### src/rtl/uart_rx_core.sv
// UART receiver: 2-FF synchronised line, 3-sample majority vote at mid-bit,
// frames delivered as single bytes on an AXI-Stream master port.
module uart_rx_core #(
    parameter int system_clk = 50000000,
    parameter int band_rate  = 115200,
    parameter int data_bits  = 8,
    parameter int check_mode = 1,
    parameter int stop_mode  = 0
) (
    input  logic                 clk,
    input  logic                 rst_n,
    input  logic                 rx_en,
    input  logic                 rx,
    input  logic                 m_axis_tready,
    output logic [data_bits-1:0] m_axis_tdata,
    output logic                 m_axis_tvalid,
    output logic                 check_flag,
    output logic                 frame_err,
    output logic                 overrun
);

    localparam int BAUD_DIV = system_clk / band_rate;
    localparam int HALF     = BAUD_DIV / 2;
    localparam int CNT_W    = $clog2(BAUD_DIV);

    localparam logic [CNT_W-1:0] CNT_LAST = CNT_W'(BAUD_DIV - 1);
    localparam logic [CNT_W-1:0] SMP0     = CNT_W'(HALF - 1);
    localparam logic [CNT_W-1:0] SMP1     = CNT_W'(HALF);
    localparam logic [CNT_W-1:0] SMP2     = CNT_W'(HALF + 1);
    localparam logic [2:0]       LAST_DATA  = 3'(data_bits - 1);
    localparam logic [2:0]       LAST_STOP  = 3'(stop_mode);
    localparam bit               HAS_PARITY = (check_mode != 0);
    localparam bit               ODD_PARITY = (check_mode == 1);

    typedef enum logic [2:0] {
        S_IDLE,
        S_START,
        S_DATA,
        S_PARITY,
        S_STOP,
        S_WAIT_HIGH
    } state_t;

    state_t               r_state;
    state_t               w_nextState;
    logic                 r_rxMeta;
    logic                 r_rxSync;
    logic                 r_rxPrev;
    logic [CNT_W-1:0]     r_baudCnt;
    logic                 r_samp0;
    logic                 r_samp1;
    logic [2:0]           r_bitCnt;
    logic [data_bits-1:0] r_shift;
    logic                 r_perr;
    logic                 r_deliver;
    logic [data_bits-1:0] r_tdata;
    logic                 r_tvalid;
    logic                 r_checkFlag;
    logic                 r_frameErr;
    logic                 r_overrun;

    logic                 w_fallEdge;
    logic                 w_tick;
    logic                 w_majority;
    logic                 w_deliver;
    logic                 w_frameErr;

    assign w_fallEdge = r_rxPrev & ~r_rxSync;
    assign w_tick     = (r_state != S_IDLE) && (r_state != S_WAIT_HIGH) && (r_baudCnt == SMP2);
    assign w_majority = (r_samp0 & r_samp1) | (r_samp0 & r_rxSync) | (r_samp1 & r_rxSync);

    always_ff @(posedge clk or negedge rst_n) begin
        if (!rst_n) begin
            r_rxMeta <= 1'b1;
            r_rxSync <= 1'b1;
            r_rxPrev <= 1'b1;
            r_state  <= S_IDLE;
        end else begin
            r_rxMeta <= rx;
            r_rxSync <= r_rxMeta;
            r_rxPrev <= r_rxSync;
            r_state  <= w_nextState;
        end
    end

    always_comb begin
        w_nextState = r_state;
        w_deliver   = 1'b0;
        w_frameErr  = 1'b0;
        case (r_state)
            S_IDLE: begin
                if (rx_en && w_fallEdge)
                    w_nextState = S_START;
            end
            S_START: begin
                if (w_tick)
                    w_nextState = w_majority ? S_IDLE : S_DATA;
            end
            S_DATA: begin
                if (w_tick && (r_bitCnt == LAST_DATA))
                    w_nextState = HAS_PARITY ? S_PARITY : S_STOP;
            end
            S_PARITY: begin
                if (w_tick)
                    w_nextState = S_STOP;
            end
            S_STOP: begin
                if (w_tick) begin
                    if (!w_majority) begin
                        w_frameErr  = 1'b1;
                        w_nextState = S_WAIT_HIGH;
                    end else if (r_bitCnt == LAST_STOP) begin
                        w_deliver   = 1'b1;
                        w_nextState = S_IDLE;
                    end
                end
            end
            S_WAIT_HIGH: begin
                // A held-low line (break) must not be re-read as a string of start bits.
                if (r_rxSync)
                    w_nextState = S_IDLE;
            end
            default: w_nextState = S_IDLE;
        endcase
    end

    // The baud counter sits at zero in IDLE so every frame is timed from its own start edge.
    always_ff @(posedge clk or negedge rst_n) begin
        if (!rst_n) begin
            r_baudCnt <= '0;
            r_samp0   <= 1'b1;
            r_samp1   <= 1'b1;
            r_bitCnt  <= '0;
            r_shift   <= '0;
            r_perr    <= 1'b0;
            r_deliver <= 1'b0;
        end else begin
            if (r_state == S_IDLE || r_state == S_WAIT_HIGH)
                r_baudCnt <= '0;
            else if (r_baudCnt == CNT_LAST)
                r_baudCnt <= '0;
            else
                r_baudCnt <= r_baudCnt + 1'b1;

            if (r_baudCnt == SMP0)
                r_samp0 <= r_rxSync;
            if (r_baudCnt == SMP1)
                r_samp1 <= r_rxSync;

            if (w_nextState != r_state)
                r_bitCnt <= '0;
            else if (w_tick)
                r_bitCnt <= r_bitCnt + 1'b1;

            if (r_state == S_DATA && w_tick)
                r_shift <= {w_majority, r_shift[data_bits-1:1]};

            if (r_state == S_START)
                r_perr <= 1'b0;
            else if (r_state == S_PARITY && w_tick)
                r_perr <= (^r_shift) ^ w_majority ^ ODD_PARITY;

            r_deliver <= w_deliver;
        end
    end

    // A completed word is dropped (not queued) when the previous one is still stalled.
    always_ff @(posedge clk or negedge rst_n) begin
        if (!rst_n) begin
            r_tdata     <= '0;
            r_tvalid    <= 1'b0;
            r_checkFlag <= 1'b0;
            r_frameErr  <= 1'b0;
            r_overrun   <= 1'b0;
        end else begin
            r_frameErr <= w_frameErr;
            r_overrun  <= 1'b0;
            if (r_deliver) begin
                if (!r_tvalid || m_axis_tready) begin
                    r_tdata     <= r_shift;
                    r_checkFlag <= r_perr;
                    r_tvalid    <= 1'b1;
                end else begin
                    r_overrun <= 1'b1;
                end
            end else if (r_tvalid && m_axis_tready) begin
                r_tvalid <= 1'b0;
            end
        end
    end

    assign m_axis_tdata  = r_tdata;
    assign m_axis_tvalid = r_tvalid;
    assign check_flag    = r_checkFlag;
    assign frame_err     = r_frameErr;
    assign overrun       = r_overrun;

endmodule
### config.mk
export PLATFORM = sky130hd
export DESIGN_NAME = uart_rx_core
export DESIGN_NICKNAME = d
export VERILOG_FILES = /design/src/rtl/uart_rx_core.sv
export SDC_FILE = /design/constraint.sdc
export NUM_CORES = 1
export LEC_CHECK = 0
export CORE_MARGIN = 2
export CORE_UTILIZATION = 31
export DETAILED_ROUTE_END_ITERATION = 16
export SETUP_SLACK_MARGIN = 0.1
export SLEW_MARGIN = 20
export SYNTH_ARGS = -nofsm -noshare
export SYNTH_HDL_FRONTEND = slang
export SYNTH_SLANG_ARGS = --single-unit
### constraint.sdc
create_clock -name clk -period 1.7 [get_ports clk]
set_clock_uncertainty 0.05 [all_clocks]
set_input_delay 0.51 -clock clk [delete_from_list [all_inputs] [get_ports clk]]
set_output_delay 0.51 -clock clk [all_outputs]
set_load 0.05 [all_outputs]
==> results.yml <==
clock_network:
  cts_buffers: 5
  cts_tree: "yes"
  htree_num_levels: 2
  clock-sinks: 42
  cts_hold_buf: 0
  cts_max_path_buffers: 2
  cts_root_buf: "clkbuf_8"
  clock_latency_ns: 0.30
  clk_pin_slew_worst_paths_ns: 0.08
synth:
  synth-edff-count: 0
  netlist_area_um2: 2040
  ys_seq_elements: 42
  seq_area_frac_synth_pct: 51.9
  synthesis.nets: 183
  syn_area_per_cell_um2: 11.9
  synth_cells: 171
  ys.flop_type: "dfrtp_1"
  synth_cell_types: 41
  synthArstFlopShare_pct: 100
  yosysWarnings: 0
drt:
  drtAntennaViolNets: 0
  vias_per_cell: 4.95
  drt-initial-drc-count: 87
  wl_mm: 4.14
  drt-wirelength-per-cell_um: 13.7
  vias: 1501
  drt_first_pass_iters: 4
  drc: 0
sta:
  finalSetupTns_ns: -0.328
  setup_slack_ns: -0.0700
  relSlewSlack_pct: 70.9
  tightest_slew_ns: 0.434
  report.final.slew_viol_count: 0
  period_needed_ns: 1.77
  setup_viol: 12
  final_hold_viol_count: 0
  period_share_pct: 104
  rsz0062_at_grt: "true"
  max_freq_ghz: 0.565
grt:
  antenna_found_initial: 0
  grt_max_degree: 27
  overflow: 0
  grt_pass1_vias: 1477
  track_usage_pct: 12.3
  grt_pass1_wl_mm: 7.11
final_layout:
  instances_no_fill: 303
  area_growth_pct: 45.4
  nets: 237
  utilization_pct: 46.7
  fill_cells: 555
  diodes: 0
  layout_common_cells: "35 x dfrtp_1, 27 x buf_4, 15 x buf_12"
  drive_gt1_share_pct: 46.5
  layout_commonest_cell: "dfrtp_1"
floorplanning:
  die_h_um: 85.1
  die_w_um: 85.1
  ioPinCount: 17
  fp-row-count: 29
  dieArea_um2: 7240
  coreArea_um2: 6350
  initial_utilization_pct: 32.1
outcome:
  status: "finished with violations"
  failed_checks: "negative setup slack"
critical_path:
  critPathBufInv: 1
  slowest_stage: "or4_4"
  endpoint_kind: "register"
  worstPathCellList: "maj3_2 > buf_6 > or4_4 > o211ai_4 > a211oi_2"
  crit_path_start: "r_samp1$_DFFE_PN1N_"
  cp-start-kind: "register"
  required_ns: 1.81
  cp.arrival_ns: 1.88
  path_class: "register to register"
  crit_fanout: 4
  crit_family: "simple AND/OR/NAND/NOR gates"
  critPathMaxStageDelay_ns: 0.50
  r2r_start: "r_samp1$_DFFE_PN1N_"
placement:
  dp_hpwl_mm: 2.90
  placed_cells_incl_taps: 287
  port_buffers: 16
  place_congestion: 0.775
min_path:
  hold_path.class: "primary input to asynchronous set/reset pin"
job:
  max_cap_viol_count: 0
power:
  p_leak_nw: 1.39
  irDropWorstVdd_uv: 382
  power-per-cell-area_nw_per_um2: 568
## worst paths after layout
path	cells after the start	slack, ns	end
max in group asynchronous	2	1.03	r_baudCnt[4]$_DFF_PN0_
hold reg to reg	0	0.31	r_rxSync$_DFF_PN1_
setup / recovery	5	-0.07	r_bitCnt[2]$_DFFE_PN0P_
min in group clk	0	0.31	r_rxSync$_DFF_PN1_
setup reg to reg	5	-0.07	r_bitCnt[2]$_DFFE_PN0P_
hold / removal	1	0.08	r_shift[6]$_DFFE_PN0P_
## synthesized netlist by cell type (all sizes together) (4+ instances only)
cell     n  area (µm²)
dfrtp   37         926
mux2    19         214
nor2    14        52.6
xnor2   12         105
inv     11        41.3
nand2    8        32.5
ha       7        87.6
dfstp    5         131
nor3     5        36.3
o21ai    5        25.0
a211oi   4        30.0
nand3    4        20.0
o211ai   4        35.0
## power by group
part | switching (mW) | internal, mW | total [mW]
sequential | 0.00131 | 1.00 | 1.01
clock | 0.348 | 0.289 | 0.637
combinational | 0.0241 | 0.0154 | 0.0394
total | 0.374 | 1.31 | 1.68
## registers in the layout, indices dropped and copies added, names as in the netlist, 3 cells and up
register	flops
r_bitCnt	3
r_shift	8
r_baudCnt	9
m_axis_tdata	8
r_state	3
## what timing repair did
item                                   CTS  global route
gates resized for setup                 18            24
gates cloned                             0             1
setup endpoints to repair               24            26
endpoints found under the hold margin    0             0
pin swaps                                8            11
setup buffers                            4             3
## area by class of cell
cell class | count | area, µm² | area share (%)
clock buffers | 5 | 68.8 | 2.32
repair buffers | 49 | 572 | 19.3
multi-input cells | 116 | 1100 | 37.3
clock inverters | 3 | 18.8 | 0.633
well taps | 77 | 96.3 | 3.25
inverters | 11 | 43.8 | 1.48
flip-flops and latches | 42 | 1060 | 35.8
## through the flow
| stage | hold WS (ns) | power (mW) | worst slack [ns] | area [µm²] |
|---|---|---|---|---|
| after floorplan | 0.164 | 1.03 | -0.110 | 2040 |
| after global placement | 0.296 | 1.07 | -0.159 | 2630 |
| after detailed placement | 0.297 | 1.07 | -0.204 | 2630 |
| after CTS | 0.0780 | 1.72 | -0.0537 | 2820 |
| after global routing | 0.0865 | 1.78 | -0.120 | 2960 |
| final | 0.0816 | 1.68 | -0.0700 | 2960 |
## metal layers
| layer | vias up | part of all wire [%] | global-route usage [%] |
|---|---|---|---|
| li1 | 717 | - | - |
| met1 | 743 | 49 | 17.6 |
| met2 | 31 | 46 | 18.2 |
| met3 | 10 | 2.5 | 2.63 |
| met4 | 0 | 2.5 | 5.19 |
| met5 | - | 0 | 0 |
## worst reg2reg max path, cell delays in order, from the launching register on
cell and delay (ns):
dfstp_2 0.38, maj3_2 0.36, buf_6 0.14, or4_4 0.50
o211ai_4 0.12, a211oi_2 0.10
## cells by family (layout without fill, tap and decap cells)
kind of cell | count (synthesis) | after routing | share of synthesized area, %
adder cells (fa/ha/maj) | 8 | 8 | 4.85
multiplexers | 21 | 21 | 11.5
AO/OA/AOI/OAI | 21 | 22 | 7.43
XOR/XNOR | 16 | 16 | 7.55
buffers and inverters | 14 | 68 | 2.58
AND/OR/NAND/NOR | 49 | 49 | 14.2
flip-flops | 42 | 42 | 51.9
Note: power is estimated with default switching activity, not from simulation.
==> variant (config.mk and constraints unchanged) <==
Put one more register stage on the output `frame_err`, with the module's reset. The value now appears one clock later. The other outputs are not delayed to match.
--- a/src/rtl/uart_rx_core.sv
+++ b/src/rtl/uart_rx_core.sv
@@ -192,7 +192,13 @@
     assign m_axis_tdata  = r_tdata;
     assign m_axis_tvalid = r_tvalid;
     assign check_flag    = r_checkFlag;
-    assign frame_err     = r_frameErr;
+    always_ff @(posedge clk or negedge rst_n) begin
+        if (!rst_n) begin
+            frame_err <= '0;
+        end else begin
+            frame_err <= r_frameErr;
+        end
+    end
     assign overrun       = r_overrun;
 
 endmodule
Check against the original RTL: same outputs for any inputs over 10 cycles, from zero or initial values and one cycle with rst_n low; that may be too few to reach the edited logic, so the function may still have changed.
==> variant against the unedited design <==
- the flow still finishes with violations (setup timing)
- synthesized area rose by 1.2%
- count of clock-buffer cells in the layout did not move
- sequential cell count rose by 1
- utilization fell by 0.62 points
- largest cell class is now registers
- total power rose by 2.9%
- setup slack improved by 0.042 ns
- design area fell by 0.76%
- routed wire length fell by 0.56%
- largest power group unchanged
==> variant: results (changes against the unedited design) <==
DP HPWL 2.79 mm (-3.8%); final worst-path setup slack -0.0281 ns (+0.0419 ns); instance area after placement 2670 um^2 (+1.6%); largest cells by area after synthesis dfrtp_1, mux2_2, dfstp_2; Leakage 1.42 nW (+2.2%); vias per cell 4.80 (-3.2%); violated checks setup timing; setup violators final 3 (-9); cell count after synthesis 172 (+0.58%); DRT Wirelength 4.12 mm (-0.56%); DP Worst Slack -0.269 ns (-0.0649 ns); layout cell share with drive strength beyond 1 0.448 (-0.0163); global placement routability congestion 0.851 (+9.8%); largest net degree at the start of global routing 44 (+63%); post-synthesis sequential area ratio 0.525 (+0.00584); outcome complete, but fails checks; mux cell area share after synthesis 0.113 (-0.00139); XOR/XNOR share of the synthesized area 0.0746 (-0.000916); Slew Limit Headroom 0.706 (-0.00354); routed via count 1,482 (-1.3%); FILL cells 595 (+7.2%); Peak supply drop 324 uV (-15%); Crit Path Max Fanout 5 (+1); Compound-Gate Fraction of Synth Area 0.0734 (-0.000901); Initial DRC Count 52 (-40%); PwrDens 589 nW/um^2 (+3.7%); delay of the slowest cell on the worst path 0.43 ns (-0.07 ns); Synth Area in Adders 0.0479 (-0.000588); setup TNS -0.0767 ns (+0.252 ns); first-pass GRT wire length 7.03 mm (-1.2%)
## variant: layout make-up
class                           instances  share of cell area
Tap cell                               77              0.0328
Sequential cell                        43               0.368
Timing Repair Buffer                   54               0.203
Clock inverter                          3             0.00851
Multi-Input combinational cell        116               0.350
Clock buffer                            5              0.0234
Inverter                               11              0.0140
## variant: worst register-to-register path: stages (launching register included)
cell and delay, ns:
dfstp_2 0.38, maj3_2 0.37, buf_4 0.17, or4_4 0.44
o211ai_4 0.10, a211oi_1 0.10
## variant: path summary, 6_finish.rpt
kind	start	endpoint	slack, ns
worst max-delay path	r_samp1	r_bitCnt[2]	-0.03
worst min-delay path	rst_n	m_axis_tvalid	0.12
worst max register to register	r_samp1	r_bitCnt[2]	-0.03
worst min register to register	r_frameErr	frame_err	0.31
max in group asynchronous	rst_n	r_rxPrev	1.21
min in group clk	r_frameErr	frame_err	0.31
## variant: cells by family (layout without fill, tap and decap cells)
| logic type | after synthesis | after routing |
|---|---|---|
| xor gates and xnor gates | 16 | 16 |
| and+or+nand+nor | 49 | 49 |
| DFF | 43 | 43 |
| AOI/OAI and AO/OA | 21 | 22 |
| adders and majority gates | 8 | 8 |
| muxes | 21 | 21 |
| buffers and inverters | 14 | 73 |
## variant: report_power, final
group / switching [mW] / total [mW] / internal, mW
sequential: 0.00110 / 1.03 / 1.03
clock: 0.369 / 0.663 / 0.294
combinational: 0.0233 / 0.0389 / 0.0156
total: 0.394 / 1.73 / 1.34
## variant: layer usage
| metal | global-route usage | share of wire | wire, um | vias up |
|---|---|---|---|---|
| met3 | 0.0192 | 0.025 | 102 | 5 |
| met4 | 0.0447 | 0.012 | 50 | 0 |
| met5 | 0 | 0 | 0 | - |
| met1 | 0.156 | 0.46 | 1890 | 730 |
| met2 | 0.200 | 0.50 | 2070 | 17 |
| li1 | - | - | - | 730 |
